[config.mk]
export PLATFORM = sky130hd
export DESIGN_NAME = mem_port_arbiter
export DESIGN_NICKNAME = d
export VERILOG_FILES = /design/src/rtl/mem_arb_pkg.sv /design/src/rtl/mem_port_arbiter.sv
export SDC_FILE = /design/constraint.sdc
export NUM_CORES = 1
export LEC_CHECK = 0
export CORE_ASPECT_RATIO = 0.9
export CORE_UTILIZATION = 37
export CTS_CLUSTER_DIAMETER = 40
export CTS_CLUSTER_SIZE = 20
export DETAILED_ROUTE_END_ITERATION = 10
export GPL_ROUTABILITY_DRIVEN = 0
export PLACE_DENSITY = 0.86
export SYNTH_ARGS = -nofsm -noshare
export SYNTH_HDL_FRONTEND = slang
export SYNTH_SLANG_ARGS = --single-unit
export TNS_END_PERCENT = 5
[constraint.sdc]
create_clock -name clk -period 2 [get_ports clk]
set_clock_uncertainty 0.15 [all_clocks]
set_input_delay 0.4 -clock clk [delete_from_list [all_inputs] [get_ports clk]]
set_output_delay 0.4 -clock clk [all_outputs]
set_load 0.01 [all_outputs]
[src/rtl/mem_arb_pkg.sv]
// rtl/mem_arb_pkg.sv - shared types and constants for the memory port arbiter
package mem_arb_pkg;

  typedef enum logic [1:0] {
    IDLE = 2'd0,
    DATA = 2'd1,
    INST = 2'd2,
    RESP = 2'd3
  } arb_state_t;

  localparam logic GNT_IF = 1'b0;
  localparam logic GNT_DM = 1'b1;

  localparam int ADDR_W_DEF = 32;
  localparam int DATA_W_DEF = 32;

endpackage

[src/rtl/mem_port_arbiter.sv]
// rtl/mem_port_arbiter.sv - fetch/data arbiter in front of one handshake memory
module mem_port_arbiter
  import mem_arb_pkg::*;
#(
  parameter int ADDR_W = ADDR_W_DEF,
  parameter int DATA_W = DATA_W_DEF
) (
  input  logic              clk,
  input  logic              rst_n,
  input  logic              if_req,
  input  logic [ADDR_W-1:0] if_addr,
  output logic [DATA_W-1:0] if_rdata,
  output logic              if_ready,
  input  logic              dm_read,
  input  logic              dm_write,
  input  logic [ADDR_W-1:0] dm_addr,
  input  logic [DATA_W-1:0] dm_wdata,
  output logic [DATA_W-1:0] dm_rdata,
  output logic              dm_ready,
  output logic              pipe_stall,
  output logic              mem_req,
  output logic              mem_we,
  output logic [ADDR_W-1:0] mem_addr,
  output logic [DATA_W-1:0] mem_wdata,
  input  logic              mem_ack,
  input  logic [DATA_W-1:0] mem_rdata,
  output logic              err_rw
);

  arb_state_t        r_state;
  logic              r_last_grant;
  logic              r_mem_req;
  logic              r_mem_we;
  logic [ADDR_W-1:0] r_mem_addr;
  logic [DATA_W-1:0] r_mem_wdata;
  logic [DATA_W-1:0] r_if_rdata;
  logic [DATA_W-1:0] r_dm_rdata;
  logic              r_if_ready;
  logic              r_dm_ready;
  logic              r_err_rw;

  logic              w_dm_req;
  logic              w_grant_dm;
  logic              w_grant_if;

  assign w_dm_req   = dm_read | dm_write;
  // On a tie the data side wins only if fetch had the previous grant.
  assign w_grant_dm = w_dm_req & (~if_req | (r_last_grant == GNT_IF));
  assign w_grant_if = if_req & ~w_grant_dm;

  // Grant in IDLE, hold the memory request until ack, then pulse ready in RESP.
  always_ff @(posedge clk or negedge rst_n) begin
    if (!rst_n) begin
      r_state      <= IDLE;
      r_last_grant <= GNT_IF;
      r_mem_req    <= 1'b0;
      r_mem_we     <= 1'b0;
      r_mem_addr   <= '0;
      r_mem_wdata  <= '0;
      r_if_rdata   <= '0;
      r_dm_rdata   <= '0;
      r_if_ready   <= 1'b0;
      r_dm_ready   <= 1'b0;
      r_err_rw     <= 1'b0;
    end else begin
      case (r_state)
        IDLE: begin
          if (w_grant_dm) begin
            r_state      <= DATA;
            r_last_grant <= GNT_DM;
            r_mem_req    <= 1'b1;
            r_mem_we     <= dm_write;
            r_mem_addr   <= dm_addr;
            r_mem_wdata  <= dm_wdata;
            if (dm_read && dm_write) begin
              r_err_rw <= 1'b1;
            end
          end else if (w_grant_if) begin
            r_state      <= INST;
            r_last_grant <= GNT_IF;
            r_mem_req    <= 1'b1;
            r_mem_we     <= 1'b0;
            r_mem_addr   <= if_addr;
          end
        end
        DATA, INST: begin
          if (mem_ack) begin
            r_mem_req <= 1'b0;
            r_mem_we  <= 1'b0;
            r_state   <= RESP;
            if (r_state == DATA) begin
              r_dm_rdata <= mem_rdata;
              r_dm_ready <= 1'b1;
            end else begin
              r_if_rdata <= mem_rdata;
              r_if_ready <= 1'b1;
            end
          end
        end
        RESP: begin
          // The finished requester still shows its old request here, so no grant.
          r_if_ready <= 1'b0;
          r_dm_ready <= 1'b0;
          r_state    <= IDLE;
        end
        default: r_state <= IDLE;
      endcase
    end
  end

  assign if_rdata   = r_if_rdata;
  assign if_ready   = r_if_ready;
  assign dm_rdata   = r_dm_rdata;
  assign dm_ready   = r_dm_ready;
  assign mem_req    = r_mem_req;
  assign mem_we     = r_mem_we;
  assign mem_addr   = r_mem_addr;
  assign mem_wdata  = r_mem_wdata;
  assign err_rw     = r_err_rw;
  assign pipe_stall = w_dm_req & ~r_dm_ready;

endmodule

**Word level (Yosys, flattened, before mapping)**

Cells that the tools add are included.

- Register bits after elaboration: 136
- Input bits: 134
- Output and inout bits: 134
- Logic and storage cells: 63

- Equality and inequality tests: 7
- Muxes and demuxes: 20
- Bitwise operators: 10
- Reductions and logical operators: 15

Operators with widths:

| operator | count |
|---|---|
| $mux 32 | 2 |
| $reduce_and 3->1 | 6 |
| $mux 1 | 10 |
| $pmux 1 s2 | 4 |
| $mux 2 | 3 |
| $ne 2x2->1 const B | 3 |
| $pmux 2 s3 | 1 |
| $reduce_and 2->1 | 3 |
| $reduce_bool 2->1 | 3 |
| $not 1->1 | 5 |
| $eq 2x2->1 const B | 2 |
| $and 1x1->1 | 3 |
| $ne 3x3->1 const B | 1 |
| $eq 2x1->1 const B | 1 |
| $logic_not 2->1 | 1 |
| $or 1x1->1 | 2 |
| $reduce_or 2->1 | 1 |
| $logic_and 1x1->1 | 1 |

**Longest topological paths before layout**

Gate-level depths: netlist of run 1.

- Depth in word-level cells: 8
- Gate-level depth with buffers: 7
- Gate-level depth less buffers: 5

**Least setup slack after synthesis of run 1**

Ideal clock, no wire load.

- Kind: register -> register
- From: register r_state[0]
- To: register r_if_rdata[10], in the netlist if_rdata[10]
- Library setup time: 0.125 ns
- Arrival: 1.782 ns
- Data required time: 1.725 ns
- Setup slack: -0.057 ns
- Stages on the path, launching flop included: 8
- Path buffers: 2
- Clock period less this slack: 2.057 ns
- Cells stage by stage: dfrtp_1 -> inv_1 -> ha_1 -> inv_2 -> or3_1 -> buf_6 -> buf_12 -> mux2_4

- Longest elaborated chain between the ends: 3
- Elaborated cells between the ends (all ways): 5
- Classes of those cells: eq/ne: 2; bitwise: 1; reduce/logical: 2

Ends and longest elaborated chain:

| item | line | text |
|---|---|---|
| start: declaration | mem_port_arbiter.sv:30 | `arb_state_t r_state;` |
| start signal: assignment | mem_port_arbiter.sv:54 | `r_state <= IDLE;` |
| start signal: assignment | mem_port_arbiter.sv:69 | `r_state <= DATA;` |
| start signal: assignment | mem_port_arbiter.sv:79 | `r_state <= INST;` |
| $eq 2x1->1 or $eq 2x2->1 (tied branches) | mem_port_arbiter.sv:66, mem_port_arbiter.sv:91 |  |
| $reduce_or 2->1 or $not 1->1 (tied branches) | n/a |  |
| $reduce_and 3->1 (no source line) * | n/a |  |
| end signal: assignment | mem_port_arbiter.sv:95 | `r_if_rdata <= mem_rdata;` |
| end: declaration | mem_port_arbiter.sv:36 | `logic [DATA_W-1:0] r_if_rdata;` |

Mark *: on every way between the ends. The rest lies on a longest branch, timed or not.
A chain may end at the register's enable or synchronous reset.

**Worst setup path in the final report of run 1**

- From: input port dm_read
- To: output port pipe_stall

- Longest elaborated chain between the ends: 2

Ends and longest elaborated chain:

| item | line | text |
|---|---|---|
| start: declaration | mem_port_arbiter.sv:14 | `input logic dm_read,` |
| $or 1x1->1 | mem_port_arbiter.sv:46 | `assign w_dm_req = dm_read \| dm_write;` |
| $and 1x1->1 | mem_port_arbiter.sv:120 | `assign pipe_stall = w_dm_req & ~r_dm_ready;` |
| end: declaration | mem_port_arbiter.sv:20 | `output logic pipe_stall,` |

No other way between the ends.

==> impl_metrics.env, run 1 <==
export IMPL_status="completed"
export IMPL_cts_clk_slew_worst_paths_ns=0.05
export IMPL_syn_num_nets=527
export IMPL_fmax_ghz=0.508
export IMPL_worstMarginPinSlew_ns=0.491
export IMPL_cts_buffer_depth=2
export IMPL_cp_arrival_ns=1.42
export IMPL_swShare=0.307
export IMPL_muxShareOfSynthArea=0.276
export IMPL_numCtsBuffers=17
export IMPL_final_util=0.627
export IMPL_crit_type="primary input to primary output"
export IMPL_ys_top_cells_by_area="dfrtp_1 60%, mux2_2 13%, mux2_4 8.0%"
export IMPL_cp_max_fo=4
export IMPL_dr_pass1_iters=4
export IMPL_grt_pass1_wl_mm=23.3
export IMPL_wl_per_cell_um=16.2
export IMPL_r2r_slack_ns=0.06
export IMPL_cts_tree="done"
export IMPL_syn_area_per_cell_um2=14.5
export IMPL_routed_wl_mm=14.4
export IMPL_syn_inst=389
export IMPL_crit_required_ns=1.45
export IMPL_antenna_cells=0
export IMPL_fill_cells=1095
export IMPL_synth_common_cells="136 x dfrtp_1, 67 x mux2_2, 36 x nand2_1"
export IMPL_period_needed_ns=1.97
export IMPL_postRouteAntennaNets=0
export IMPL_r2r_end="if_rdata[16]"
export IMPL_io_pins=268
export IMPL_drive_gt1_frac=0.226
export IMPL_power_leakage_nw=4.09
export IMPL_hold_depth=2
export IMPL_finalHoldViolCount=0
export IMPL_ys_async_sr_fraction=1.00
export IMPL_grt_max_degree=51
export IMPL_synth_top_family_by_area="multiplexers"
export IMPL_end_kind="primary output"
export IMPL_peakVddDrop_mv=0.900
export IMPL_internal_power_mw=10.5
export IMPL_synth_xor_area_frac=0
export IMPL_track_usage=0.193
export IMPL_post_dp_cell_area_mm2=0.00875
export IMPL_min_from="mem_addr[20]"
export IMPL_setup_viol=0
export IMPL_cts_htree_levels=4
export IMPL_fin_crit_sh=0.985
export IMPL_setup_worst_path_start_class="primary input"
export IMPL_synthFlopType="dfrtp_1"
export IMPL_fin_area_mm2=0.00930
export IMPL_drtIter0Drc=128
export IMPL_cts_sinks=136
export IMPL_yosysMostFrequentCell="dfrtp_1"
export IMPL_pre_cts_ws_ns=-0.419
export IMPL_ys_warn_count=0
export IMPL_core_area_mm2=0.0148
export IMPL_pwr_share_clk=0.180
export IMPL_synth_compound_area_frac=0.0475
export IMPL_grt_pass1_vias=4571
export IMPL_vias_per_cell=4.70
export IMPL_syn_area_mm2=0.00564
export IMPL_dieArea_mm2=0.0157
export IMPL_hold_class="flop to flop"
export IMPL_start_util=0.381
export IMPL_post_cts_buffers=0
export IMPL_rows=42
export IMPL_die_y_um=119
export IMPL_seq_power_share=0.328
export IMPL_finalSetupTns_ns=0
export IMPL_worstReg2RegStart="r_state[1]"
export IMPL_r2r_cells=6
export IMPL_layout_setup_ws_ns=0.0303
export IMPL_comb_power_share=0.493
export IMPL_power_switching_mw=4.65
export IMPL_gr_total_overflow=0
export IMPL_p_per_area_mw_per_mm2=1630
export IMPL_synth_top_area_frac=0.603
export IMPL_via_count=4165
export IMPL_maxCapViolCount=0
export IMPL_synth_seq_cells=136
export IMPL_fp_dieW_um=132
export IMPL_clk_latency_ns=0.40
export IMPL_slew_viol_final=0
export IMPL_hold_end="mem_addr[20]"
export IMPL_area_growth_pct=64.8
export IMPL_maxSlewHeadroom=0.673
export IMPL_synth_top_cell_by_area="dfrtp_1"
export IMPL_ys_seq_area_frac=0.603
export IMPL_dpl_hpwl_mm=10.8
export IMPL_synthSimpleGateAreaFrac=0.0331
export IMPL_synthAdderAreaFrac=0.00887
export IMPL_synth_cell_types=29
export IMPL_drc=0
export IMPL_io_buffers=267
export IMPL_root_buffer="clkbuf_16"
export IMPL_nets=819
export IMPL_antenna_found_initial=0
export IMPL_rsz0062_at_grt="no"
export IMPL_synth_edf_count=0
## layout make-up
type                            count  area [um2]  share of cell area
Multi-Input combinational cell    226        2110               0.226
Clock inverter                      3        20.0             0.00215
Tap cell                          198         248              0.0266
Sequential cell                   136        3400               0.366
Clock buffer                       24         492              0.0529
Inverter                            6        22.5             0.00242
Timing Repair Buffer              294        3010               0.323
## sequential cells by signal (all words and copies together), names as in the netlist, 2 cells and up
name / flops
dm_rdata: 32
r_state: 2
mem_wdata: 32
mem_addr: 32
if_rdata: 32
## power groups by stage
stage               clock, mW  combinational, mW  sequential, mW
floorplan                   0               2.98            5.53
global placement            0               7.27            4.90
detailed placement          0               7.47            5.00
CTS                      2.82               7.59            4.98
global route             2.93               7.98            5.14
finish                   2.73               7.47            4.97
## metrics by stage
| stage | hold slack (ns) | instances | power, mW |
|---|---|---|---|
| after detailed placement | 0.235 | 858 | 12.5 |
| after global routing | 0.363 | 887 | 16.0 |
| final | 0.323 | 887 | 15.2 |
| after floorplan | -0.0456 | 389 | 8.51 |
| after global placement | 0.223 | 858 | 12.2 |
| after CTS | 0.331 | 887 | 15.4 |
## layer usage
metal	up-vias	share of wire	track usage
met2	171	0.52	0.341
met1	2033	0.39	0.218
met4	0	0.015	0.0603
met3	16	0.073	0.0677
met5	-	0	0
li1	1945	-	-
## worst max-delay path: stages
cell             delay (ns)
clkdlybuf4s50_1        0.44
or2_4                  0.30
nor2b_1                0.13
buf_2                  0.15
## logic make-up after synthesis
kind of cell,after synthesis
AO/OA/AOI/OAI,45
adder cells (fa/ha/maj),4
buffers and inverters,27
flip-flops,136
multiplexers,132
AND/OR/NAND/NOR,45
## worst max path at each step
stage                          start           end  slack [ns]  depth (start not counted)
after global placement      dm_write    pipe_stall       -0.41                          4
after floorplan           r_state[0]  if_rdata[10]        0.02                          7
final                        dm_read    pipe_stall        0.03                          4
after global routing        dm_ready      dm_ready       0.007                          1
after CTS                   dm_write    pipe_stall       -0.06                          4
after detailed placement    dm_write    pipe_stall       -0.42                          4
## layout by cell type, fill, tap and decap left out, types with 2 or more instances in the layout
| cell type | instances |
|---|---|
| buf_4 | 16 |
| buf_12 | 9 |
| a22o_1 | 2 |
| clkbuf_1 | 3 |
| clkdlybuf4s50_1 | 265 |
| inv_2 | 2 |
| mux2_2 | 67 |
| mux2i_1 | 35 |
| inv_1 | 4 |
| clkbuf_16 | 17 |
| o21ai_0 | 33 |
| nand2_1 | 36 |
| dfrtp_1 | 136 |
| nor2b_1 | 3 |
| o2bb2ai_1 | 3 |
| a31oi_1 | 3 |
| clkbuf_8 | 4 |
| clkinvlp_4 | 2 |
| ha_1 | 3 |
| mux2_4 | 30 |
## timing repair
item                       CTS  global route
setup endpoints to repair   33             1
hold endpoints to repair    45             0
pin swaps                    0             1
cloned                       1             0
gates resized for setup      6             1
hold buffers                 1             0
Note: power is estimated with default switching activity, not from simulation.
==> run 2, diff against run 1 <==
- ABC_AREA: not set -> 0
==> results of run 2 <==
Same layout as run 1: the final DEF is identical, and so are final timing and power.
